## config.mk

```make
export PLATFORM = sky130hd
export DESIGN_NAME = rtc_bcd_field_reg
export DESIGN_NICKNAME = d
export VERILOG_FILES = /design/src/rtl/rtc_bcd_field_reg.sv
export SDC_FILE = /design/constraint.sdc
export NUM_CORES = 1
export LEC_CHECK = 0
export CAP_MARGIN = 20
export CORE_ASPECT_RATIO = 0.6
export CORE_MARGIN = 2
export CORE_UTILIZATION = 39
export DETAILED_ROUTE_END_ITERATION = 8
export PLACE_DENSITY = 0.67
export RECOVER_POWER = 25
export SLEW_MARGIN = 20
export SYNTH_ARGS = -nofsm -noshare
export SYNTH_HDL_FRONTEND = slang
export SYNTH_SLANG_ARGS = --single-unit
```

## constraint.sdc

```tcl
create_clock -name CLK -period 2.2 [get_ports CLK]
set_clock_uncertainty 0.15 [all_clocks]
set_input_delay 0.44 -clock CLK [delete_from_list [all_inputs] [get_ports CLK]]
set_output_delay 0.44 -clock CLK [all_outputs]
set_load 0.1 [all_outputs]
```

## src/rtl/rtc_bcd_field_reg.sv

```systemverilog
// rtc_bcd_field_reg: BCD time/date field with load, edit stepping with auto-repeat, and tick/carry cascade
module rtc_bcd_field_reg #(
  parameter logic [7:0] MAX_VAL    = 8'h59,
  parameter logic [7:0] MIN_VAL    = 8'h00,
  parameter logic [7:0] RST_VAL    = 8'h00,
  parameter int         REPEAT_DLY = 25000000,
  parameter int         REPEAT_PER = 5000000
) (
  input  logic       CLK,
  input  logic       RST_n,
  input  logic       UP,
  input  logic       DOWN,
  input  logic       Modificando,
  input  logic       Actualizar,
  input  logic       TICK,
  input  logic [7:0] DATA_in,
  output logic [7:0] DATA_out,
  output logic       CARRY,
  output logic       LOAD_ERR,
  output logic       EDITED
);
  localparam int CW = $clog2(REPEAT_DLY > REPEAT_PER ? REPEAT_DLY : REPEAT_PER) + 1;
  typedef enum logic [1:0] {IDLE, HOLD, REPEAT} state_t;
  state_t st_q, st_d;
  logic [CW-1:0] cnt_q, cnt_d;
  logic [7:0] val_q, val_d, inc_v, dec_v;
  logic carry_q, carry_d, lerr_q, lerr_d, ed_q, ed_d;
  logic dir_q, dir_d, up_q, dn_q, blk_q;
  logic edge_det, held, step, step_up, load_ok;
  logic [8:0] lo_diff, hi_diff;
  assign inc_v = val_q == MAX_VAL ? MIN_VAL :
                 val_q[3:0] == 4'd9 ? {val_q[7:4] + 4'd1, 4'd0} : {val_q[7:4], val_q[3:0] + 4'd1};
  assign dec_v = val_q == MIN_VAL ? MAX_VAL :
                 val_q[3:0] == 4'd0 ? {val_q[7:4] - 4'd1, 4'd9} : {val_q[7:4], val_q[3:0] - 4'd1};
  assign lo_diff = {1'b0, DATA_in} - {1'b0, MIN_VAL};
  assign hi_diff = {1'b0, MAX_VAL} - {1'b0, DATA_in};
  assign load_ok = DATA_in[7:4] <= 4'd9 && DATA_in[3:0] <= 4'd9 && !lo_diff[8] && !hi_diff[8];
  // blk_q suppresses a false edge when a button is still held across reset release
  assign edge_det = !blk_q && ((UP && !up_q) || (!UP && DOWN && !dn_q));
  assign held = dir_q ? UP : DOWN;
  assign step_up = edge_det ? UP : dir_q;
  always_comb begin
    st_d = st_q;
    cnt_d = cnt_q;
    dir_d = dir_q;
    step = 1'b0;
    if (!Modificando) begin
      st_d = IDLE;
      cnt_d = '0;
    end else if (edge_det) begin
      step = 1'b1;
      dir_d = UP;
      cnt_d = '0;
      st_d = HOLD;
    end else if (st_q == IDLE || !held) begin
      st_d = IDLE;
      cnt_d = '0;
    end else if (st_q == HOLD) begin
      step = cnt_q == CW'(REPEAT_DLY - 2);
      cnt_d = step ? '0 : cnt_q + 1'b1;
      st_d = step ? REPEAT : HOLD;
    end else begin
      step = cnt_q == CW'(REPEAT_PER - 1);
      cnt_d = step ? '0 : cnt_q + 1'b1;
    end
  end
  always_comb begin
    val_d = val_q;
    ed_d = ed_q;
    carry_d = 1'b0;
    lerr_d = 1'b0;
    if (step) begin
      val_d = step_up ? inc_v : dec_v;
      ed_d = 1'b1;
    end else if (!Modificando && Actualizar) begin
      val_d = load_ok ? DATA_in : val_q;
      ed_d = load_ok ? 1'b0 : ed_q;
      lerr_d = !load_ok;
    end else if (!Modificando && TICK) begin
      val_d = inc_v;
      carry_d = val_q == MAX_VAL;
    end
  end
  always_ff @(posedge CLK or negedge RST_n) begin
    if (!RST_n) begin
      st_q <= IDLE;
      cnt_q <= '0;
      val_q <= RST_VAL;
      carry_q <= 1'b0;
      lerr_q <= 1'b0;
      ed_q <= 1'b0;
      dir_q <= 1'b0;
      up_q <= 1'b0;
      dn_q <= 1'b0;
      blk_q <= 1'b1;
    end else begin
      st_q <= st_d;
      cnt_q <= cnt_d;
      val_q <= val_d;
      carry_q <= carry_d;
      lerr_q <= lerr_d;
      ed_q <= ed_d;
      dir_q <= dir_d;
      up_q <= UP;
      dn_q <= DOWN;
      blk_q <= blk_q && (UP || DOWN);
    end
  end
  assign DATA_out = val_q;
  assign CARRY = carry_q;
  assign LOAD_ERR = lerr_q;
  assign EDITED = ed_q;
endmodule

```

==> results of run 1 <==
[logic make-up (layout without fill, tap and decap cells)]
family,after synthesis,in the layout,synth area share
mux,7,7,0.02907
simple gates,167,167,0.3059
fa+ha+maj,9,9,0.03905
xor+xnor,26,26,0.07896
flops,43,43,0.3735
buf+inv,19,84,0.03644
compound gates,49,49,0.1371
[synth_stat cells, types with 4 or more instances]
cell type,n
nand3_1,12
nor2_1,54
o21ai_0,8
nand4_1,8
nand4b_1,4
and2_1,4
ha_1,9
nor3_1,13
nand2_1,33
a21oi_1,9
xor2_1,14
o211ai_1,5
mux2i_1,5
nand2b_1,4
inv_1,7
dfrtp_1,42
xnor2_1,12
[layer usage]
metal | share of wire | vias up | GRT usage
met2 | 0.39 | 63 | 0.2301
met1 | 0.54 | 1160 | 0.3172
met5 | 0 | - | 0
li1 | - | 1254 | -
met3 | 0.063 | 5 | 0.03171
met4 | 0.0089 | 0 | 0.04819
[layout make-up]
| class | instances | area (sq um) |
|---|---|---|
| Fill cell | 671 | 3437 |
| Multi-Input combinational cell | 258 | 1723 |
| Sequential cell | 43 | 1099 |
| Timing Repair Buffer | 68 | 644.4 |
| Clock buffer | 7 | 152.6 |
| Tap cell | 91 | 113.9 |
| Inverter | 8 | 30.03 |
| Clock inverter | 1 | 7.507 |
[power breakdown]
group          switching, mW  internal (mW)
logic                   1.03          0.671
registers              0.159          0.895
clock network          0.306          0.483
total                   1.49           2.05
[what timing repair did]
action	CTS	global route
resized for setup	1	3
endpoints found under the hold margin	12	0
hold buffers	1	0
buffers inserted	0	0
pin swaps	1	0
endpoints found under the setup margin	5	6
[placed cells by master (no fill, tap or decap), types with 2 or more instances in the layout]
cell type / instances
nor4_1: 3
or3b_4: 2
xnor2_1: 12
o211ai_1: 5
nand3_1: 12
nor3b_1: 3
inv_1: 6
buf_4: 43
inv_2: 2
o22ai_1: 2
nand2b_1: 4
ha_1: 8
nor3_2: 3
dfrtp_2: 2
o21a_1: 3
clkbuf_1: 2
a21oi_4: 2
clkdlybuf4s50_1: 11
nor2b_1: 3
clkbuf_16: 5
or2_1: 2
nor2_1: 54
nand2_1: 33
a21o_1: 2
buf_12: 9
nand4b_1: 4
o21ai_0: 8
dfrtp_4: 5
nand4_1: 8
and2_1: 4
mux2i_1: 5
a21oi_1: 9
clkbuf_8: 2
xor2_1: 14
o21ai_1: 2
a31oi_1: 2
and4_1: 2
and2_4: 2
dfrtp_1: 35
nor3_1: 13
[worst paths after layout]
kind | end | slack, ps | cells past startpoint
max | DATA_out[7]$_DFFE_PN0P_ | 140 | 7
min | up_q$_DFF_PN0_ | 310 | 2
max reg2reg | DATA_out[7]$_DFFE_PN0P_ | 140 | 7
min reg2reg | EDITED$_DFFE_PN0P_ | 340 | 2
max in group asynchronous | DATA_out[4]$_DFFE_PN0P_ | 380 | 3
min in group asynchronous | cnt_q[15]$_DFF_PN0_ | 620 | 2
[metrics by stage]
step | power [mW] | instance area (sq um) | utilization
2_1_floorplan | 2.162 | 2927 | -
3_3_place_gp | 2.749 | 3602 | 0.4998
3_5_place_dp | 2.756 | 3602 | 0.4998
4_1_cts | 3.555 | 3771 | 0.5233
5_1_grt | 3.730 | 3770 | 0.5231
6_report | 3.542 | 3770 | 0.5231
==> results.ini, run 1 <==
[run_status]
outcome=completed

[pwr]
vdd_drop_max_uv=586.2
p_per_area_nw_per_um2=939.6
p_leak_nw=1.520

[logic_synthesis]
synth_cell_types=69
synthTopCellsByArea=dfrtp_1 36%, nor2_1 7.0%, nand2_1 4.3%, xor2_1 4.3%, ha_1 3.9%
syn-num-nets=344
synth.avg_cell_area_sq_um=9.013
seq_area_frac_synth=0.3735
synth_ff_type=dfrtp_1
yosys_warnings=0
syn_inst=320
synthesis.area_sq_um=2884
async_reset_ff_frac=1.000
synth_largest_area_cell=dfrtp_1
synth_edf_count=0
yosys.area.top_type_share=0.3644
yosys_register_bits=43

[cts]
cts_tree=done
root_buffer=clkbuf_16
clk_pin_slew_ps=60
htreeDepth=2
clkSinkCount=43
cts_buffers=5
clockBufferDepth=2
clock_latency_ps=280

[route]
avgRoutedWirePerCell_um=14.86
vias_per_cell=5.214
drtAntennaViolNets=0
via_count=2482
drtPass1Iterations=4
drt_iter0_drc=215
wirelength_um=7075
drc=0

[placement]
hpwl_um=5574
dp_slack_ps=-402.7
place_congestion=0.9513
dpl.cell_count=467
portBuffers=25

[worst_setup_path]
worst_path_largest_cell_delay_ps=520
reg2reg_from=DATA_out[0]$_DFFE_PN0P_
required_ps=2220
cp-start-kind=flip-flop
critPathKind=flip-flop to flip-flop
critPathBufInv=0
endpoint_kind=flip-flop
crit_family=flip-flops
cpMaxStageDelayCell=dfrtp_4
setup.worst_path.start=DATA_out[0]$_DFFE_PN0P_
cp_max_fo=7
worstPathArrival_ps=2080
crit_path_cell_trace=ha_4 -> and3b_2 -> nand4_1 -> mux2i_1 -> o21a_1 -> nor2_1 -> a211o_1

[layout]
stdcell_count=476
top_register=cnt_q
syn_to_final_growth_pct=30.72
antenna_cells=0
nets=408
drive_gt1_frac=0.2519
largest_register_ffs=26

[global_routing]
track_usage=0.1851
antenna_found_initial=0
grt_pass1_wl_um=11800
grt_max_degree=22
grt.overflow.total=0
grt_pass1_vias=2294

[sta]
final.min_clock_period_ps=2060
fin_hold_ws_ps=314.0
period_share=0.9366
clock.fmax_mhz=485.3
drv_slew=0
setup_slack_ps=139.5
rsz0062_at_grt=false
tightest_slew_ps=807.3
tns_ps=0
setup_viol=0
hold_viol=0
relSlewSlack=0.4618

[job]
max-cap-violations=0

[min_path]
hp-start=UP
hp-class=input port to flip-flop

[floorplan]
ios=26
core_area_sq_um=7207
die_area_sq_um=8121
die_h_um=70.61
rows=24
initial_utilization=0.4002
dieWidth_um=115.0

(Power assumes the default switching activity.)
==> run 2: changes to the inputs <==
--- a/config.mk
+++ b/config.mk
@@ -10,6 +10,7 @@
 export CORE_MARGIN = 2
 export CORE_UTILIZATION = 39
 export DETAILED_ROUTE_END_ITERATION = 8
+export GPL_TIMING_DRIVEN = 0
 export PLACE_DENSITY = 0.67
 export RECOVER_POWER = 25
 export SLEW_MARGIN = 20
==> results.ini, run 2 (synthesized netlist as in run 1, its figures left out) <==
[layout]
drive_gt1_frac=0.2060  ; -0.04590
antenna_cells=0  ; unchanged
syn_to_final_growth_pct=22.69
largest_register_ffs=26  ; unchanged
final_cell_mix=54 x nor2_1, 35 x dfrtp_1, 33 x nand2_1
top_register=cnt_q
final_common_cell=nor2_1
nets=387  ; -5.1%

[route]
via_count=2474  ; -0.32%
avgRoutedWirePerCell_um=15.46  ; +4.0%
drc=0  ; unchanged
drtPass1Iterations=5  ; +1
wirelength_um=7034  ; -0.58%
drtAntennaViolNets=0  ; unchanged
drt_iter0_drc=204  ; -5.1%
vias_per_cell=5.437  ; +4.3%

[sta]
final.min_clock_period_ps=2159  ; +98.55 ps
period_share=0.9814  ; +0.04480
clock.fmax_mhz=463.2  ; -4.6%
relSlewSlack=0.3393  ; -0.1225
drv_slew=0  ; unchanged
rsz0062_at_grt=true
setup_viol=0  ; unchanged
hold_viol=0  ; unchanged
tightest_slew_ps=995.1  ; +187.7 ps
setup_slack_ps=40.96  ; -98.55 ps
fin_hold_ws_ps=336.4  ; +22.44 ps

[cts]
clockBufferDepth=2  ; unchanged
cts_buffers=5  ; unchanged
root_buffer=clkbuf_16
clkSinkCount=43  ; unchanged
htreeDepth=2  ; unchanged
clk_pin_slew_ps=60  ; about the same
cts_tree=done
clock_latency_ps=280  ; about the same

[global_routing]
grt_pass1_vias=2231  ; -2.7%
grt_pass1_wl_um=11550  ; -2.1%
antenna_found_initial=0  ; unchanged
grt_max_degree=32  ; +45%
track_usage=0.1809  ; -0.004139
grt.overflow.total=0  ; unchanged

[worst_setup_path]
cp_max_fo=7  ; unchanged
endpoint_kind=output port
worst_path_largest_cell_delay_ps=870  ; +350 ps
crit_path_cell_trace=dlygate4sd2_1
worstPathArrival_ps=1570  ; -510 ps
crit_family=buffers and inverters
critPathKind=flip-flop to output port
cpMaxStageDelayCell=dlygate4sd2_1
cp-start-kind=flip-flop
required_ps=1610  ; -610 ps
critPathBufInv=1  ; +1

[run_status]
outcome=completed

[floorplan]
rows=24  ; unchanged
dieWidth_um=115.0  ; unchanged
die_h_um=70.61  ; unchanged
ios=26  ; unchanged
core_area_sq_um=7207  ; unchanged
initial_utilization=0.4002  ; unchanged
die_area_sq_um=8121  ; unchanged

[pwr]
p_leak_nw=1.376  ; -9.5%
vdd_drop_max_uv=464.2  ; -21%
p_per_area_nw_per_um2=938.8  ; about the same
p_total_mw=3.322  ; -6.2%

[min_path]
hp-class=flip-flop to flip-flop

[job]
max-cap-violations=0  ; unchanged

[placement]
portBuffers=25  ; unchanged
place_congestion=0.9149  ; -3.8%
dp_slack_ps=-458.9  ; -56.22 ps
hpwl_um=5246  ; -5.9%

run 2: power by group:
| group | total, mW | switching, mW | internal [mW] |
|---|---|---|---|
| combinational | 1.55 | 1.05 | 0.495 |
| sequential | 1.03 | 0.138 | 0.894 |
| clock | 0.741 | 0.291 | 0.450 |
run 2: timing repair:
item	CTS	global route
pin swaps	1	8
resized for setup	23	12
hold buffers	1	0
hold endpoints to repair	12	0
cloned	0	0
buffers inserted	2	8
endpoints found under the setup margin	19	31
run 2: through the flow:
step	setup TNS (ps)	std cells	area (sq um)	utilization
after floorplan	-0.1845	320	2927	-
after global placement	-37420	436	3291	0.4566
after detailed placement	-9513	437	3306	0.4587
after CTS	0	447	3480	0.4828
after global routing	-29.30	455	3538	0.4910
final	0	455	3538	0.4910
run 2: metal layers:
layer	global-route usage	up-vias	wire (um)
li1	-	1217	-
met1	0.2977	1178	3823
met2	0.2268	77	2674
met3	0.05570	2	502
met4	0.03481	0	34
met5	0	-	0
run 2: path summary, 6_finish.rpt:
kind                                    startpoint                       to  slack [ps]  cells after the start
max                        DATA_out[6]$_DFFE_PN0P_              DATA_out[6]          40                      1
min                             EDITED$_DFFE_PN0P_       EDITED$_DFFE_PN0P_         340                      2
max reg2reg                     cnt_q[0]$_DFF_PN0_  DATA_out[6]$_DFFE_PN0P_          60                      9
min reg2reg                     EDITED$_DFFE_PN0P_       EDITED$_DFFE_PN0P_         340                      2
max in group asynchronous                    RST_n  DATA_out[5]$_DFFE_PN0P_         280                      3
min in group asynchronous                    RST_n       cnt_q[2]$_DFF_PN0_         590                      2
run 2: layout make-up:
type                       count  area, sq um
sequential                    43         1099
multi-input combinational    258         1743
tap                           91        113.9
clock buffer                   7        142.6
timing repair buffer          37        317.8
inverter                       8        36.28
buffer                        10        81.33
clock inverter                 1        5.005
fill                         676         3669
==> run 3: changes to the inputs <==
==> constraint.sdc (replaced) <==
create_clock -name CLK -period 2.2 [get_ports CLK]
set_clock_uncertainty 0.15 [all_clocks]
set_input_delay 0.44 -clock CLK [delete_from_list [all_inputs] [get_ports CLK]]
set_output_delay 0.44 -clock CLK [all_outputs]
set_load 0.05 [all_outputs]
==> results.ini, run 3 (synthesized netlist as in run 1, its figures left out) <==
[floorplan]
rows=24  ; unchanged
die_h_um=70.61  ; unchanged
initial_utilization=0.4002  ; unchanged
core_area_sq_um=7207  ; unchanged
ios=26  ; unchanged
dieWidth_um=115.0  ; unchanged
die_area_sq_um=8121  ; unchanged

[route]
wirelength_um=7209  ; +2.5%
vias_per_cell=5.546  ; +2.0%
avgRoutedWirePerCell_um=15.81  ; +2.3%
drc=0  ; unchanged
via_count=2529  ; +2.2%
drtAntennaViolNets=0  ; unchanged
drtPass1Iterations=7  ; +2
drt_iter0_drc=240  ; +18%

[sta]
period_share=0.9673  ; -0.01407
setup_slack_ps=71.92  ; +30.96 ps
setup_viol=0  ; unchanged
tns_ps=0  ; unchanged
final.min_clock_period_ps=2128  ; -30.96 ps
relSlewSlack=0.5795  ; +0.2403
clock.fmax_mhz=469.9  ; +1.5%
drv_slew=0  ; unchanged
hold_viol=0  ; unchanged
tightest_slew_ps=630.7  ; -364.4 ps
fin_hold_ws_ps=321.5  ; -14.92 ps

[min_path]
hp-start=EDITED$_DFFE_PN0P_
hold_depth=2  ; unchanged
min_to=EDITED$_DFFE_PN0P_
hp-class=flip-flop to flip-flop

[worst_setup_path]
cp_max_fo=6  ; -1
reg2reg_from=DATA_out[0]$_DFFE_PN0P_
critPathKind=flip-flop to flip-flop
endpoint_kind=flip-flop
reg2reg_depth=8  ; -1
required_ps=2230  ; +620 ps
cp-start-kind=flip-flop
worstPathArrival_ps=2160  ; +590 ps
regToRegSetupSlack_ps=70  ; about the same
r2r_end=DATA_out[7]$_DFFE_PN0P_

[layout]
fin_util=0.4970  ; +0.006077
antenna_cells=0  ; unchanged
nFillCells=688  ; +1.8%
drive_gt1_frac=0.1890  ; -0.01700
syn_to_final_growth_pct=24.21
final_common_cell=nor2_1
final_cell_mix=54 x nor2_1, 38 x dfrtp_1, 32 x nand2_1
largest_register_ffs=26  ; unchanged
top_register=cnt_q
stdcell_count=456  ; +0.22%
nets=388  ; +0.26%

[cts]
clockBufferDepth=2  ; unchanged
cts_buffers=5  ; unchanged
clkSinkCount=43  ; unchanged
htreeDepth=2  ; unchanged
clk_pin_slew_ps=60  ; about the same
root_buffer=clkbuf_16
clock_latency_ps=290  ; about the same
cts_tree=done

[placement]
place_congestion=0.8841  ; -3.4%
portBuffers=25  ; unchanged
hpwl_um=5209  ; -0.70%
dp_slack_ps=-454.1  ; +4.787 ps
dpl.cell_count=437  ; unchanged

[pwr]
p_per_area_nw_per_um2=896.2  ; -4.5%
p_leak_nw=1.421  ; +3.3%
vdd_drop_max_uv=400.0  ; -14%

[job]
max-cap-violations=0  ; unchanged

[global_routing]
grt_max_degree=33  ; +3.1%
grt.overflow.total=0  ; unchanged
antenna_found_initial=0  ; unchanged
track_usage=0.1924  ; +0.01148
grt_pass1_wl_um=12120  ; +4.9%
grt_pass1_vias=2305  ; +3.3%

[run_status]
outcome=completed

run 3: cell count changes in the layout (fill, tap and decap cells not counted), sizes merged:
cell           previous run  this run
dlymetal6s2s              0         3
buf                      17        19
dlygate4sd2               9         4
clkdlybuf4s15             3         0
inv                       7         8
clkdlybuf4s50            10        17
clkinvlp                  1         0
clkbuf                   14        10
bufinv                    0         1
run 3: critical path, cell delays in order, from the launching register on:
cell	delay [ps]
dfrtp_2	450
ha_4	190
and3b_1	170
buf_4	160
nand4_1	120
mux2i_2	280
o21a_1	180
nor2_1	50
a211o_1	250
run 3: repair_timing:
| action | in CTS | in global routing |
|---|---|---|
| hold buffers | 1 | 0 |
| setup buffers | 5 | 6 |
| setup endpoints to repair | 10 | 11 |
| pin swaps | 1 | 5 |
| cloned | 0 | 0 |
| resized for setup | 9 | 17 |
| hold endpoints to repair | 11 | 0 |
run 3: worst max path at each step:
stage                     slack [ps]                      end                     from  depth (start not counted)
after global placement          -770  DATA_out[4]$_DFFE_PN0P_                    RST_n                          1
after CTS                          3  DATA_out[7]$_DFFE_PN0P_  DATA_out[1]$_DFFE_PN0P_                          9
after floorplan                   20  DATA_out[7]$_DFFE_PN0P_  DATA_out[1]$_DFFE_PN0P_                          9
after detailed placement        -450  DATA_out[2]$_DFFE_PN0P_                       UP                          8
final                             70  DATA_out[7]$_DFFE_PN0P_  DATA_out[0]$_DFFE_PN0P_                          8
after global routing             -10  DATA_out[2]$_DFFE_PN0P_      cnt_q[10]$_DFF_PN0_                          7
run 3: where the power goes:
group          internal (mW)  total, mW  leakage, nW  switching [mW]
combinational          0.538       1.35        0.767           0.811
sequential             0.871      0.994        0.567           0.123
clock                  0.564      0.867       0.0868           0.303
run 3: stage by stage:
step	instance area (sq um)	power [mW]
2_1_floorplan	2888	1.858
3_3_place_gp	3252	2.206
3_5_place_dp	3267	2.228
4_1_cts	3501	3.147
5_1_grt	3582	3.395
6_report	3582	3.210
run 3: layer usage:
metal,global-route usage,routed length (um),vias up
met5,0,0,-
met4,0.06158,59,0
met3,0.04799,487,5
met2,0.2333,2696,96
met1,0.3208,3965,1210
li1,-,-,1218
run 3: layout make-up:
cell class,instances,area [sq um],area share
sequential,43,1082,0.3021
buffer,10,75.07,0.02096
clock inverter,2,35.03,0.009780
timing repair buffer,38,346.6,0.09675
multi-input combinational,258,1760,0.4914
inverter,8,30.03,0.008383
tap,91,113.9,0.03178
clock buffer,6,138.9,0.03877
